===== config.mk =====
export PLATFORM = sky130hd
export DESIGN_NAME = uart_rx_x4_flat
export DESIGN_NICKNAME = d
export VERILOG_FILES = /design/src/rtl/uart_pkg.sv /design/src/rtl/uart_rx_x4_if.sv /design/src/rtl/uart_rx_x4_sync_2ff.sv /design/src/rtl/uart_rx_x4.sv /design/src/flat_wrapper.sv
export SDC_FILE = /design/constraint.sdc
export NUM_CORES = 1
export LEC_CHECK = 0
export ABC_AREA = 1
export CAP_MARGIN = 20
export CORE_MARGIN = 2
export CORE_UTILIZATION = 49
export DETAILED_ROUTE_END_ITERATION = 8
export PLACE_DENSITY = 0.74
export SYNTH_ARGS = -nofsm -noshare
export SYNTH_HDL_FRONTEND = slang
export SYNTH_HIERARCHICAL = 1
export SYNTH_SLANG_ARGS = --single-unit

===== constraint.sdc =====
create_clock -name clk -period 1.31 [get_ports clk]
set_input_delay 0.262 -clock clk [delete_from_list [all_inputs] [get_ports clk]]
set_output_delay 0.262 -clock clk [all_outputs]
set_load 0.01 [all_outputs]

===== src/rtl/uart_pkg.sv =====
`default_nettype none
// ============================================================================
// Module      : uart_pkg
// Description : Constants and FSM state encoding shared by the UART receive
//               path (uart_rx_x4) and the uart_buffer transmit path.
// Revision    : 1.0 - initial release
// ============================================================================
package uart_pkg;

    // Samples per bit period supplied by the UART clock generator tick.
    localparam int OVERSAMPLE        = 4;
    // Tick after start detection that lands near the middle of the start bit.
    localparam int START_SAMPLE_TICK = 2;
    // Idle (mark) level of the serial line.
    localparam logic LINE_IDLE       = 1'b1;

    typedef enum logic [2:0] {
        IDLE      = 3'd0,
        START     = 3'd1,
        DATA      = 3'd2,
        PARITY    = 3'd3,
        STOP      = 3'd4,
        WAIT_IDLE = 3'd5
    } uart_state_e;

endpackage
`default_nettype wire


===== src/rtl/uart_rx_x4_if.sv =====
`default_nettype none
// ============================================================================
// Module      : uart_rx_x4_if
// Description : Line-side inputs and received-data outputs of the 4x
//               oversampling UART receiver. The slave modport is the receiver.
// Revision    : 1.0 - initial release
// ============================================================================
interface uart_rx_x4_if #(
    parameter int DATA_BITS = 8
);
    logic                 baud_x4;
    logic                 serial_rx;
    logic [DATA_BITS-1:0] data;
    logic                 data_strobe;
    logic                 frame_err;
    logic                 parity_err;
    logic                 busy;

    modport master (
        output baud_x4,
        output serial_rx,
        input  data,
        input  data_strobe,
        input  frame_err,
        input  parity_err,
        input  busy
    );

    modport slave (
        input  baud_x4,
        input  serial_rx,
        output data,
        output data_strobe,
        output frame_err,
        output parity_err,
        output busy
    );
endinterface
`default_nettype wire


===== src/rtl/uart_rx_x4_sync_2ff.sv =====
`default_nettype none
// ============================================================================
// Module      : sync_2ff
// Description : Two-flop synchroniser for a single asynchronous input with a
//               selectable reset value. Also used for the pps input.
// Revision    : 1.0 - initial release
// ============================================================================
module sync_2ff #(
    parameter logic RESET_VAL = 1'b1
) (
    input  wire logic clk,
    input  wire logic rst,
    input  wire logic i_d,
    output logic      o_q
);
    logic r_meta;
    logic r_sync;

    // Two back-to-back flops; the first may go metastable, the second settles.
    always_ff @(posedge clk) begin
        if (rst) begin
            r_meta <= RESET_VAL;
            r_sync <= RESET_VAL;
        end else begin
            r_meta <= i_d;
            r_sync <= r_meta;
        end
    end

    assign o_q = r_sync;

endmodule
`default_nettype wire


===== src/rtl/uart_rx_x4.sv =====
`default_nettype none
// ============================================================================
// Module      : uart_rx_x4
// Description : UART receiver (start, DATA_BITS data LSB first, optional
//               parity, one stop) sampled with a 4x-baud tick. Emits a
//               one-clk data_strobe per good byte, frame_err on a low stop
//               bit and parity_err on a parity mismatch.
//               Build option: define UART_RX_PARITY_EN to add a parity bit
//               checked with sense PARITY_ODD (0 = even, 1 = odd).
// Revision    : 1.0 - initial release
// ============================================================================
module uart_rx_x4
    import uart_pkg::*;
#(
    parameter int DATA_BITS  = 8,
    parameter int PARITY_ODD = 0
) (
    input  wire logic   clk,
    input  wire logic   reset,
    uart_rx_x4_if.slave bus
);
    localparam logic [1:0] c_tick_last  = 2'(OVERSAMPLE - 1);
    localparam logic [1:0] c_start_last = 2'(START_SAMPLE_TICK - 1);
    localparam logic [2:0] c_bit_last   = 3'(DATA_BITS - 1);
    localparam logic       c_par_sense  = 1'(PARITY_ODD);

    logic                 w_rx_s;
    uart_state_e          r_state,  w_state_nxt;
    logic [1:0]           r_tcnt,   w_tcnt_nxt;
    logic [2:0]           r_bcnt,   w_bcnt_nxt;
    logic [DATA_BITS-1:0] r_shreg,  w_shreg_nxt;
    logic [DATA_BITS-1:0] r_data,   w_data_nxt;
    logic                 r_strobe, w_strobe_nxt;
    logic                 r_ferr,   w_ferr_nxt;
    logic                 w_tcnt_wrap;
`ifdef UART_RX_PARITY_EN
    logic                 r_par_bad, w_par_bad_nxt;
    logic                 r_perr,    w_perr_nxt;
`endif

    sync_2ff #(
        .RESET_VAL (LINE_IDLE)
    ) u_sync_rx (
        .clk (clk),
        .rst (reset),
        .i_d (bus.serial_rx),
        .o_q (w_rx_s)
    );

    // A full bit period has elapsed since the previous sample point.
    assign w_tcnt_wrap = (r_tcnt == c_tick_last);

    // Next-state and pulse decode; everything holds between baud ticks.
    always_comb begin
        w_state_nxt  = r_state;
        w_tcnt_nxt   = r_tcnt;
        w_bcnt_nxt   = r_bcnt;
        w_shreg_nxt  = r_shreg;
        w_data_nxt   = r_data;
        w_strobe_nxt = 1'b0;
        w_ferr_nxt   = 1'b0;
`ifdef UART_RX_PARITY_EN
        w_par_bad_nxt = r_par_bad;
        w_perr_nxt    = 1'b0;
`endif
        if (bus.baud_x4) begin
            case (r_state)
                IDLE: begin
                    if (w_rx_s != LINE_IDLE) begin
                        w_state_nxt = START;
                        w_tcnt_nxt  = '0;
                    end
                end
                START: begin
                    // Re-check the line near mid start bit to reject glitches.
                    if (r_tcnt == c_start_last) begin
                        if (w_rx_s == LINE_IDLE) begin
                            w_state_nxt = IDLE;
                        end else begin
                            w_state_nxt = DATA;
                            w_tcnt_nxt  = '0;
                            w_bcnt_nxt  = '0;
                        end
                    end else begin
                        w_tcnt_nxt = r_tcnt + 2'd1;
                    end
                end
                DATA: begin
                    if (w_tcnt_wrap) begin
                        w_tcnt_nxt  = '0;
                        w_shreg_nxt = {w_rx_s, r_shreg[DATA_BITS-1:1]};
                        w_bcnt_nxt  = r_bcnt + 3'd1;
                        if (r_bcnt == c_bit_last) begin
`ifdef UART_RX_PARITY_EN
                            w_state_nxt = PARITY;
`else
                            w_state_nxt = STOP;
`endif
                        end
                    end else begin
                        w_tcnt_nxt = r_tcnt + 2'd1;
                    end
                end
`ifdef UART_RX_PARITY_EN
                PARITY: begin
                    if (w_tcnt_wrap) begin
                        w_tcnt_nxt    = '0;
                        w_par_bad_nxt = ((^r_shreg) ^ w_rx_s) != c_par_sense;
                        w_state_nxt   = STOP;
                    end else begin
                        w_tcnt_nxt = r_tcnt + 2'd1;
                    end
                end
`endif
                STOP: begin
                    if (w_tcnt_wrap) begin
                        w_tcnt_nxt = '0;
                        if (w_rx_s == LINE_IDLE) begin
                            w_state_nxt = IDLE;
`ifdef UART_RX_PARITY_EN
                            if (r_par_bad) begin
                                w_perr_nxt = 1'b1;
                            end else begin
                                w_data_nxt   = r_shreg;
                                w_strobe_nxt = 1'b1;
                            end
`else
                            w_data_nxt   = r_shreg;
                            w_strobe_nxt = 1'b1;
`endif
                        end else begin
                            // A low stop bit outranks any parity result.
                            w_ferr_nxt  = 1'b1;
                            w_state_nxt = WAIT_IDLE;
                        end
                    end else begin
                        w_tcnt_nxt = r_tcnt + 2'd1;
                    end
                end
                WAIT_IDLE: begin
                    // Break or stuck-low line: wait for mark before re-arming.
                    if (w_rx_s == LINE_IDLE) begin
                        w_state_nxt = IDLE;
                    end
                end
                default: begin
                    w_state_nxt = IDLE;
                end
            endcase
        end
    end

    // State, counters, shift register and registered output pulses.
    always_ff @(posedge clk) begin
        if (reset) begin
            r_state  <= IDLE;
            r_tcnt   <= '0;
            r_bcnt   <= '0;
            r_shreg  <= '0;
            r_data   <= '0;
            r_strobe <= 1'b0;
            r_ferr   <= 1'b0;
`ifdef UART_RX_PARITY_EN
            r_par_bad <= 1'b0;
            r_perr    <= 1'b0;
`endif
        end else begin
            r_state  <= w_state_nxt;
            r_tcnt   <= w_tcnt_nxt;
            r_bcnt   <= w_bcnt_nxt;
            r_shreg  <= w_shreg_nxt;
            r_data   <= w_data_nxt;
            r_strobe <= w_strobe_nxt;
            r_ferr   <= w_ferr_nxt;
`ifdef UART_RX_PARITY_EN
            r_par_bad <= w_par_bad_nxt;
            r_perr    <= w_perr_nxt;
`endif
        end
    end

    assign bus.data        = r_data;
    assign bus.data_strobe = r_strobe;
    assign bus.frame_err   = r_ferr;
    assign bus.busy        = (r_state != IDLE);
`ifdef UART_RX_PARITY_EN
    assign bus.parity_err  = r_perr;
`else
    // No parity bit in the frame; the sense setting has no effect here.
    assign bus.parity_err  = 1'b0 & c_par_sense;
`endif

endmodule
`default_nettype wire

===== src/flat_wrapper.sv =====
// flat-port wrapper written by rule: the top's interface ports become plain ports
module uart_rx_x4_flat import uart_pkg::*;
#(
    parameter int DATA_BITS  = 8,
    parameter int PARITY_ODD = 0
)
  (clk, reset, bus_baud_x4, bus_serial_rx, bus_data, bus_data_strobe, bus_frame_err, bus_parity_err, bus_busy);
  uart_rx_x4_if #(.DATA_BITS(DATA_BITS)) bus_i ();
  input  wire logic clk;
  input  wire logic reset;
  input wire logic [$bits(bus_i.baud_x4)-1:0] bus_baud_x4;
  input wire logic [$bits(bus_i.serial_rx)-1:0] bus_serial_rx;
  output wire logic [$bits(bus_i.data)-1:0] bus_data;
  output wire logic [$bits(bus_i.data_strobe)-1:0] bus_data_strobe;
  output wire logic [$bits(bus_i.frame_err)-1:0] bus_frame_err;
  output wire logic [$bits(bus_i.parity_err)-1:0] bus_parity_err;
  output wire logic [$bits(bus_i.busy)-1:0] bus_busy;
  assign bus_i.baud_x4 = bus_baud_x4;
  assign bus_i.serial_rx = bus_serial_rx;
  assign bus_data = bus_i.data;
  assign bus_data_strobe = bus_i.data_strobe;
  assign bus_frame_err = bus_i.frame_err;
  assign bus_parity_err = bus_i.parity_err;
  assign bus_busy = bus_i.busy;
  uart_rx_x4 #(.DATA_BITS(DATA_BITS), .PARITY_ODD(PARITY_ODD)) u_core (.clk(clk), .reset(reset), .bus(bus_i));
endmodule

== Word-level counts from Yosys, hierarchy flattened ==
Cells that the tools add are included.

* Flip-flop bits (word level): 28
* Input port bits: 4
* Output and inout port bits: 12
* Word-level logic and storage cells: 58

* $add $sub $neg: 2
* Equality and inequality tests: 14
* Mux-type cells: 19
* Bitwise logic cells: 3
* Reduce and logical (&&, ||, !) cells: 11

{| class="wikitable"
|+ Operators by type and width
! cell !! number
|-
| 3-bit 2-to-1 mux || 10
|-
| 3-bit one-hot mux with 5 select lines || 1
|-
| 3-bit equality test, second input constant || 3
|-
| 2-bit 2-to-1 mux || 4
|-
| 2-bit by 1-bit != test with 1-bit output, second input constant || 4
|-
| 7-bit AND reduction || 1
|-
| 2-bit != test, second input constant || 3
|-
| 2-bit one-hot mux with 3 select lines || 1
|-
| 3-bit one-hot mux with 2 select lines || 1
|-
| 3-bit nonzero test || 2
|-
| 5-bit AND reduction || 1
|-
| 4-bit AND reduction || 1
|-
| 4-bit OR reduction || 1
|-
| 3-bit by 1-bit adder with 3-bit output, second input constant || 1
|-
| 3-bit by 1-bit equality test with 1-bit output, second input constant || 1
|-
| 3-bit by 2-bit equality test with 1-bit output, second input constant || 1
|-
| 3-bit zero test || 1
|-
| 1-bit NOT || 3
|-
| 3-bit AND reduction || 1
|-
| 2-bit by 1-bit adder with 2-bit output, second input constant || 1
|-
| 2-bit by 1-bit equality test with 1-bit output, second input constant || 1
|-
| 2-bit equality test, second input constant || 1
|-
| 1-bit 2-to-1 mux || 2
|-
| 2-bit AND reduction || 1
|-
| other kinds (2) || 2
|}

== Logic depth before layout (Yosys ltp) ==
Gate-level depths: netlist of run 1.

* Depth after elaboration: 4
* Depth in mapped cells: 10

== By module ==
Netlist of run 1, hierarchy kept.

{| class="wikitable"
|+ By module, submodules not included
! module !! instances !! cells each !! area an instance (µm²) !! seq. area each (µm²)
|-
| uart_rx_x4 || 1 || 171 || 1292.5 || 520.5
|-
| sync_2ff || 1 || 7 || 58.8 || 40.0
|}

== Worst setup path after synthesis of run 1 ==
Ideal clock, no wire load.

* Kind: register to register
* From: register u_core.r_tcnt[1]
* To: register u_core.r_shreg[4]
* Data arrival time: 1156 ps
* Path slack: 35 ps
* Cell stages (with the launch flop): 8
* Cells stage by stage: dfxtp_1 -> ha_1 -> nand2_1 -> inv_1 -> nand2_4 -> buf_6 -> o21ai_0 -> a21oi_1

* Word-level cells in the longest chain between the ends: 2

{| class="wikitable"
|+ RTL lines
! what !! line !! RTL
|-
| from (decl) || uart_rx_x4.sv:29 || <nowiki>logic [1:0] r_tcnt, w_tcnt_nxt;</nowiki>
|-
| from (signal assigned) || uart_rx_x4.sv:169 || <nowiki>r_tcnt <= w_tcnt_nxt;</nowiki>
|-
| 2-bit equality test || uart_rx_x4.sv:51 || <nowiki>assign w_tcnt_wrap = (r_tcnt == c_tick_last);</nowiki>
|-
| 3-bit AND reduction (no source line) || n/a ||
|-
| to (signal assigned) || uart_rx_x4.sv:171 || <nowiki>r_shreg <= w_shreg_nxt;</nowiki>
|-
| to (decl) || uart_rx_x4.sv:31 || <nowiki>logic [DATA_BITS-1:0] r_shreg, w_shreg_nxt;</nowiki>
|}

Every way passes these cells.
A chain may end at the register's enable or synchronous reset.

== Worst setup path after layout of run 1 ==
* From: register u_core.r_state[0]
* To: register u_core.r_data[7], in the netlist u_core/bus.data[7]

* Word-level cells in the longest chain between the ends: 2

{| class="wikitable"
|+ RTL lines
! what !! line !! RTL
|-
| from (decl) || uart_rx_x4.sv:28 || <nowiki>uart_state_e r_state, w_state_nxt;</nowiki>
|-
| from (signal assigned) || uart_rx_x4.sv:168 || <nowiki>r_state <= w_state_nxt;</nowiki>
|-
| 3-bit equality test || uart_rx_x4.sv:67 || <nowiki>case (r_state)</nowiki>
|-
| 4-bit AND reduction (no source line) || n/a ||
|-
| to (signal assigned) || uart_rx_x4.sv:172 || <nowiki>r_data <= w_data_nxt;</nowiki>
|-
| to (decl) || uart_rx_x4.sv:32 || <nowiki>logic [DATA_BITS-1:0] r_data, w_data_nxt;</nowiki>
|}

Every way passes these cells.

==> out/results.txt, run 1 <==
Vert. Die Dim = 56.5 um
setup violators final = 12
vias per cell = 5.25
Worst VDD drop = 1.50 mV
setup ws final = -105 ps
share of cells above drive strength 1 = 43.5%
Worst Setup SP = u_core/r_state[0]
most used cell, CP = buf_6
Routed Wire Length = 3.60 mm
post-DR wirelength/cell = 14.2 um
top cells by area, synth = dfxtp_1 41%, nand2_1 8.6%, inv_1 6.4%, a21oi_1 6.3%, nor2_1 4.7%
CP Data Required Time = 1580 ps
CTS tree = done
CTS hold repair buffers = 0
first-pass GRT wire length = 5.85 mm
Worst setup EP type = flop
Finished Layout Cells = 254
vias post-DR = 1,334
clock sinks = 28
Synth Register Bits = 28
Slew Limit Fails = 0
leak pwr = 0.000929 uW
clk root buf = clkbuf_4
fin crit share = 108%
fmax = 707 MHz
RSZ-0062 raised after global routing = true
Critical Path AT = 1680 ps
die span in x = 56.5 um
Hold Crit Class = reg2reg
IO buf count = 14
ant diodes = 0
Layout Skew = 9.56 ps
DRC = 0
RR Startpoint = u_core/r_state[0]
largest net degree at the start of global routing = 18
Synth cell types = 27
gr ovfl total = 0
run status = finished, violations left
register-to-register setup slack = -100 ps
critical-path cell list = buf_6, nor2_4, nand2_4, nor3_4, buf_6, o21ai_4, a21oi_2
Clock Tree Buf Depth = 2
Worst-path clk slew = 150 ps
Setup Crit Path Kind = reg2reg
total track usage = 23.3%
Layout Nets = 233
fillers = 206
CTS buffer count = 3
Core ar. = 2690 um2
initial core utilization = 50.3%
DP HPWL = 2.27 mm
async set or reset register ratio after synthesis = 0%
CP startpoint kind = flop
max-cap viol count = 0
TNS Setup = -683 ps
Synth Net Count = 187
CTS HTree Levels = 1
row cnt = 19
Power per Cell Area = 1720 nW/um2
1st-iter DRT viols = 41
Seq/Total Area, Yosys = 41.5%
Worst R2R Path Depth = 7
worst stage delay on the critical path = 390 ps
critical path's slowest cell = dfxtp_4
CP Max Fanout = 8
I/O pin count = 16
Post-synth EDFFs = 0
syn avg cell area = 7.59 um2
die area = 3190 um2
first drt pass iteration count = 4
min Tclk post-route = 1410 ps
post-synth top area share = 41.5%
routability-driven placement congestion ratio = 0.887
yosys warns = 6
most common cell in the synthesized netlist = nand2_1
Worst R2R End = u_core/bus.data[7]
initial antenna violation count = 0
final hold slack = 431 ps
post-synthesis cell area = 1350 um2
cell taking the most area after synthesis = dfxtp_1
vias in the first global route = 1,339
synthesized netlist cell count = 178
violated checks = negative setup slack
Worst Setup EP = u_core/bus.data[7]
area grow syn2layout = 48.2%
final hold viol count = 0
main flop type after synthesis = dfxtp_1
clk_lat worst skew = 330 ps
Post-synth top cells = 31 x nand2_1, 28 x dfxtp_1, 23 x inv_1
Final Util = 74.6%
DRT antenna net count = 0
placed cells = 241
## cell families (layout without fill, tap and decap cells)
kind of cell / count (synthesis) / after routing / synth area share (%)
AOI/OAI and AO/OA: 37 / 37 / 16.2
buffers and inverters: 31 / 75 / 10.7
adders and majority gates: 5 / 5 / 4.63
other: 1 / 1 / 0.278
DFF: 28 / 28 / 41.5
and+or+nand+nor: 76 / 77 / 26.7
## how the worst min path moves through the flow
stage | cells after the start | endpoint | start
2_1_floorplan | 1 | u_core/r_shreg[5] | reset
3_3_place_gp | 2 | u_core/u_sync_rx/o_q | u_core/u_sync_rx/r_meta
3_5_place_dp | 2 | u_core/u_sync_rx/o_q | u_core/u_sync_rx/r_meta
4_1_cts | 2 | u_core/u_sync_rx/o_q | u_core/u_sync_rx/r_meta
5_1_grt | 2 | u_core/u_sync_rx/o_q | u_core/u_sync_rx/r_meta
6_report | 2 | u_core/u_sync_rx/o_q | u_core/u_sync_rx/r_meta
## metal layers
metal	wire length, um	up-vias	global-route usage [%]
met1	1480	625	28.6
met3	137	13	3.92
met4	85	0	10.2
met5	0	-	0
li1	-	663	-
met2	1890	33	39.9
## cells in the final DEF, fill, tap and decap left out, drive strengths merged
master         instances
dfxtp                 28
or2                    1
inv                   26
nand3                 12
clkdlybuf4s50          3
buf                   31
dlygate4sd2           10
conb                   1
ha                     5
nor2                  22
a21oi                 21
clkbuf                 4
nor3                   2
nand3b                 1
nand2                 36
o21ai                 16
bufinv                 1
nand4                  3
## metrics by stage
stage                     worst slack [ps]  total power (uW)  area, um2
after floorplan                       34.8              1780       1350
after global placement                -229              2240       1680
after detailed placement              -296              2300       1680
after CTS                             -151              3100       1870
after global routing                  -194              3660       2000
final                                 -105              3450       2000
## layout make-up
class	instances	area (um2)	area share, %
Multi-Input combinational cell	120	818	40.8
Inverter	26	108	5.37
Tap cell	31	38.8	1.94
Sequential cell	28	583	29.1
Clock inverter	1	30.0	1.50
Timing Repair Buffer	45	403	20.1
Clock buffer	3	22.5	1.12
## flip-flops by register name, indices dropped and copies added, names as in the netlist
register                 count
u_core/r_bcnt                3
u_core/r_state               3
u_core/r_tcnt                2
u_core/u_sync_rx/r_meta      1
u_core/bus.frame_err         1
u_core/r_shreg               8
u_core/bus.data_strobe       1
u_core/bus.data              8
u_core/u_sync_rx/o_q         1
## critical path, delay by kind of cell (launching register included)
kind | cells | cell delay (ps)
AO/OA/AOI/OAI | 2 | 180
AND/OR/NAND/NOR | 3 | 460
flip-flops | 1 | 390
buffers and inverters | 2 | 320
## where the power goes
part | total [uW] | internal [uW] | switching (uW)
Combinational | 1830 | 842 | 986
Clock | 581 | 309 | 272
Sequential | 1040 | 946 | 91.6
## what timing repair did
item,4_1_cts,5_1_grt
hold endpoints to repair,0,0
endpoints found under the setup margin,35,26
pin swaps,12,20
cloned,1,0
buffers inserted,6,3
gates resized for setup,51,37
Power figures use the tool's default switching activity.
==> run 2, diff against run 1 <==
Settings changed: HOLD_SLACK_MARGIN from default to 0.06.
==> results of run 2 <==
Same layout as run 1: the final DEF is identical, and so are final timing and power.
==> run 3, diff against run 2 <==
Settings changed: ABC_AREA 1 to 0, CORE_ASPECT_RATIO from default to 0.6, CORE_UTILIZATION 49 to 48, PLACE_DENSITY 0.74 to 0.73.
==> run 3 against run 2 <==
Compared with the run above:
- the run still ends with negative setup slack left
- clock power grew 3%
- count of clock-buffer cells in the layout grew 1
- hold slack lost 3.2 ps
- total power shrank 53%
- sequential power shrank 17%
- register-to-register slack lost 97 ps
- wire length shrank 14%
- worst setup slack lost 97 ps
- cell area shrank 3.4%
==> out/results.txt, run 3 <==
Post-synth EDFFs = 0
Power per Cell Area = 832 nW/um2
Worst setup EP type = flop
CP delay by family, top = simple AND/OR/NAND/NOR gates
DRT antenna net count = 0
ant diodes = 0
routability-driven placement congestion ratio = 0.893
most common cell in the synthesized netlist = dfxtp_1
Worst-path clk slew = 90 ps
final hold slack = 428 ps
syn avg cell area = 9.63 um2
leak pwr = 0.000788 uW
vias post-DR = 1,134
row cnt = 14
Slew Limit Fails = 0
CP Max Fanout = 7
Core ar. = 2540 um2
CTS tree = done
DP HPWL = 2.05 mm
share of cells above drive strength 1 = 38.9%
synthesized netlist cell count = 136
gr ovfl total = 0
cell area after layout = 1940 um2
fmax = 661 MHz
Finished Layout Cells = 207
commonest non-fill, non-tap cells in the layout = 27 x buf_4, 20 x dfxtp_1, 18 x mux2i_1, 17 x nor2_1, 11 x dlygate4sd2_1
placed cells = 195
violated checks = negative setup slack
die area = 3180 um2
Synth Register Bits = 28
Clock Tree Buf Depth = 2
vias in the first global route = 1,063
largest net degree at the start of global routing = 17
min Tclk post-route = 1510 ps
max-cap viol count = 0
clock sinks = 28
Routed Wire Length = 3.09 mm
cell taking the most area after synthesis = dfxtp_1
area grow syn2layout = 47.8%
placed inst area = 1690 um2
Vert. Die Dim = 44.5 um
post-DR wirelength/cell = 14.9 um
worst stage delay on the critical path = 520 ps
die span in x = 71.4 um
IO buf count = 14
CTS buffer count = 3
fillers = 162
Worst VDD drop = 0.595 mV
Setup WS pre-CTS = -439 ps
Seq/Total Area, Yosys = 42.8%
CP startpoint kind = flop
top cells by area, synth = dfxtp_1 43%, mux2i_1 14%, nor2_1 5.4%, ha_1 4.8%, o21ai_0 2.3%
1st-iter DRT viols = 79
Hold Crit Class = reg2reg
post-synthesis cell area = 1310 um2
total track usage = 19.8%
clk root buf = clkbuf_8
first-pass GRT wire length = 4.83 mm
first drt pass iteration count = 4
async set or reset register ratio after synthesis = 0%
RSZ-0062 raised after global routing = true
critical-path cell list = or3b_4, or4_4, a21oi_2
yosys warns = 6
vias per cell = 5.48
critical path's slowest cell = or4_4
CP Data Required Time = 1520 ps
WP buf/inv = 0
I/O pin count = 16
setup violators final = 26
Post-synth top cells = 28 x dfxtp_1, 19 x nor2_1, 18 x mux2i_1
final hold viol count = 0
Synth cell types = 42
Layout Skew = 2.06 ps
fin crit share = 115%
main flop type after synthesis = dfxtp_1
setup ws final = -202 ps
DRC = 0
Layout Nets = 185
CTS HTree Levels = 1
run status = finished, violations left
post-synth top area share = 42.8%
Synth Net Count = 145
initial core utilization = 51.6%
clk_lat worst skew = 270 ps
initial antenna violation count = 0
Critical Path AT = 1720 ps
leading cell type in the layout, fill and taps excluded = buf_4
Setup Crit Path Kind = reg2reg
[run 3: power by group]
group          internal [uW]  switching, uW  total [uW]
registers                850           8.17         858
clock network            333            263         596
logic                   84.9           71.9         157
total                   1270            343        1610
[run 3: what timing repair did]
action,CTS,global route
gates resized for setup,36,15
gates cloned,0,1
endpoints found under the hold margin,0,0
pin swaps,12,7
buffers inserted,6,1
setup endpoints to repair,36,26
hold buffers,0,0
[run 3: cell type report]
cell class                      count  area, um2  area share, %
Clock buffer                        4       66.3           3.43
Inverter                            3       11.3          0.582
Multi-Input combinational cell     96        862           44.5
Sequential cell                    28        581           30.0
Tap cell                           32       40.0           2.07
Timing Repair Buffer               44        375           19.4
[run 3: worst paths after layout]
| path | to | cells after the start | startpoint | slack (ps) |
|---|---|---|---|---|
| setup / recovery | u_core/r_state[1] | 3 | u_core/r_state[2] | -200 |
| setup reg to reg | u_core/r_state[1] | 3 | u_core/r_state[2] | -200 |
| hold / removal | u_core/u_sync_rx/o_q | 1 | u_core/u_sync_rx/r_meta | 430 |
| hold reg to reg | u_core/u_sync_rx/o_q | 1 | u_core/u_sync_rx/r_meta | 430 |
[run 3: stage by stage]
| step | setup TNS, ps | utilization (%) | power, uW |
|---|---|---|---|
| 3_3_place_gp | -7950 | 66.4 | 1010 |
| 2_1_floorplan | -1680 | - | 941 |
| 6_report | -3530 | 76.2 | 1610 |
| 5_1_grt | -5020 | 76.2 | 1660 |
| 3_5_place_dp | -8740 | 66.4 | 1010 |
| 4_1_cts | -3380 | 73.4 | 1610 |
[run 3: kinds of logic after synthesis]
group / Yosys count / share of synthesized area (%)
buffers and inverters: 12 / 4.11
and+or+nand+nor: 48 / 21.3
muxes: 19 / 14.6
AOI/OAI and AO/OA: 22 / 11.5
DFF: 28 / 42.8
other: 1 / 0.286
xor gates and xnor gates: 1 / 0.669
adders and majority gates: 5 / 4.78
[run 3: layer usage]
layer	routed length (um)	share of wire, %	global-route usage, %
met5	0	0	0
met4	21	0.68	2.26
met3	193	6.2	5.47
met2	1390	45	31.9
met1	1490	48	27.8
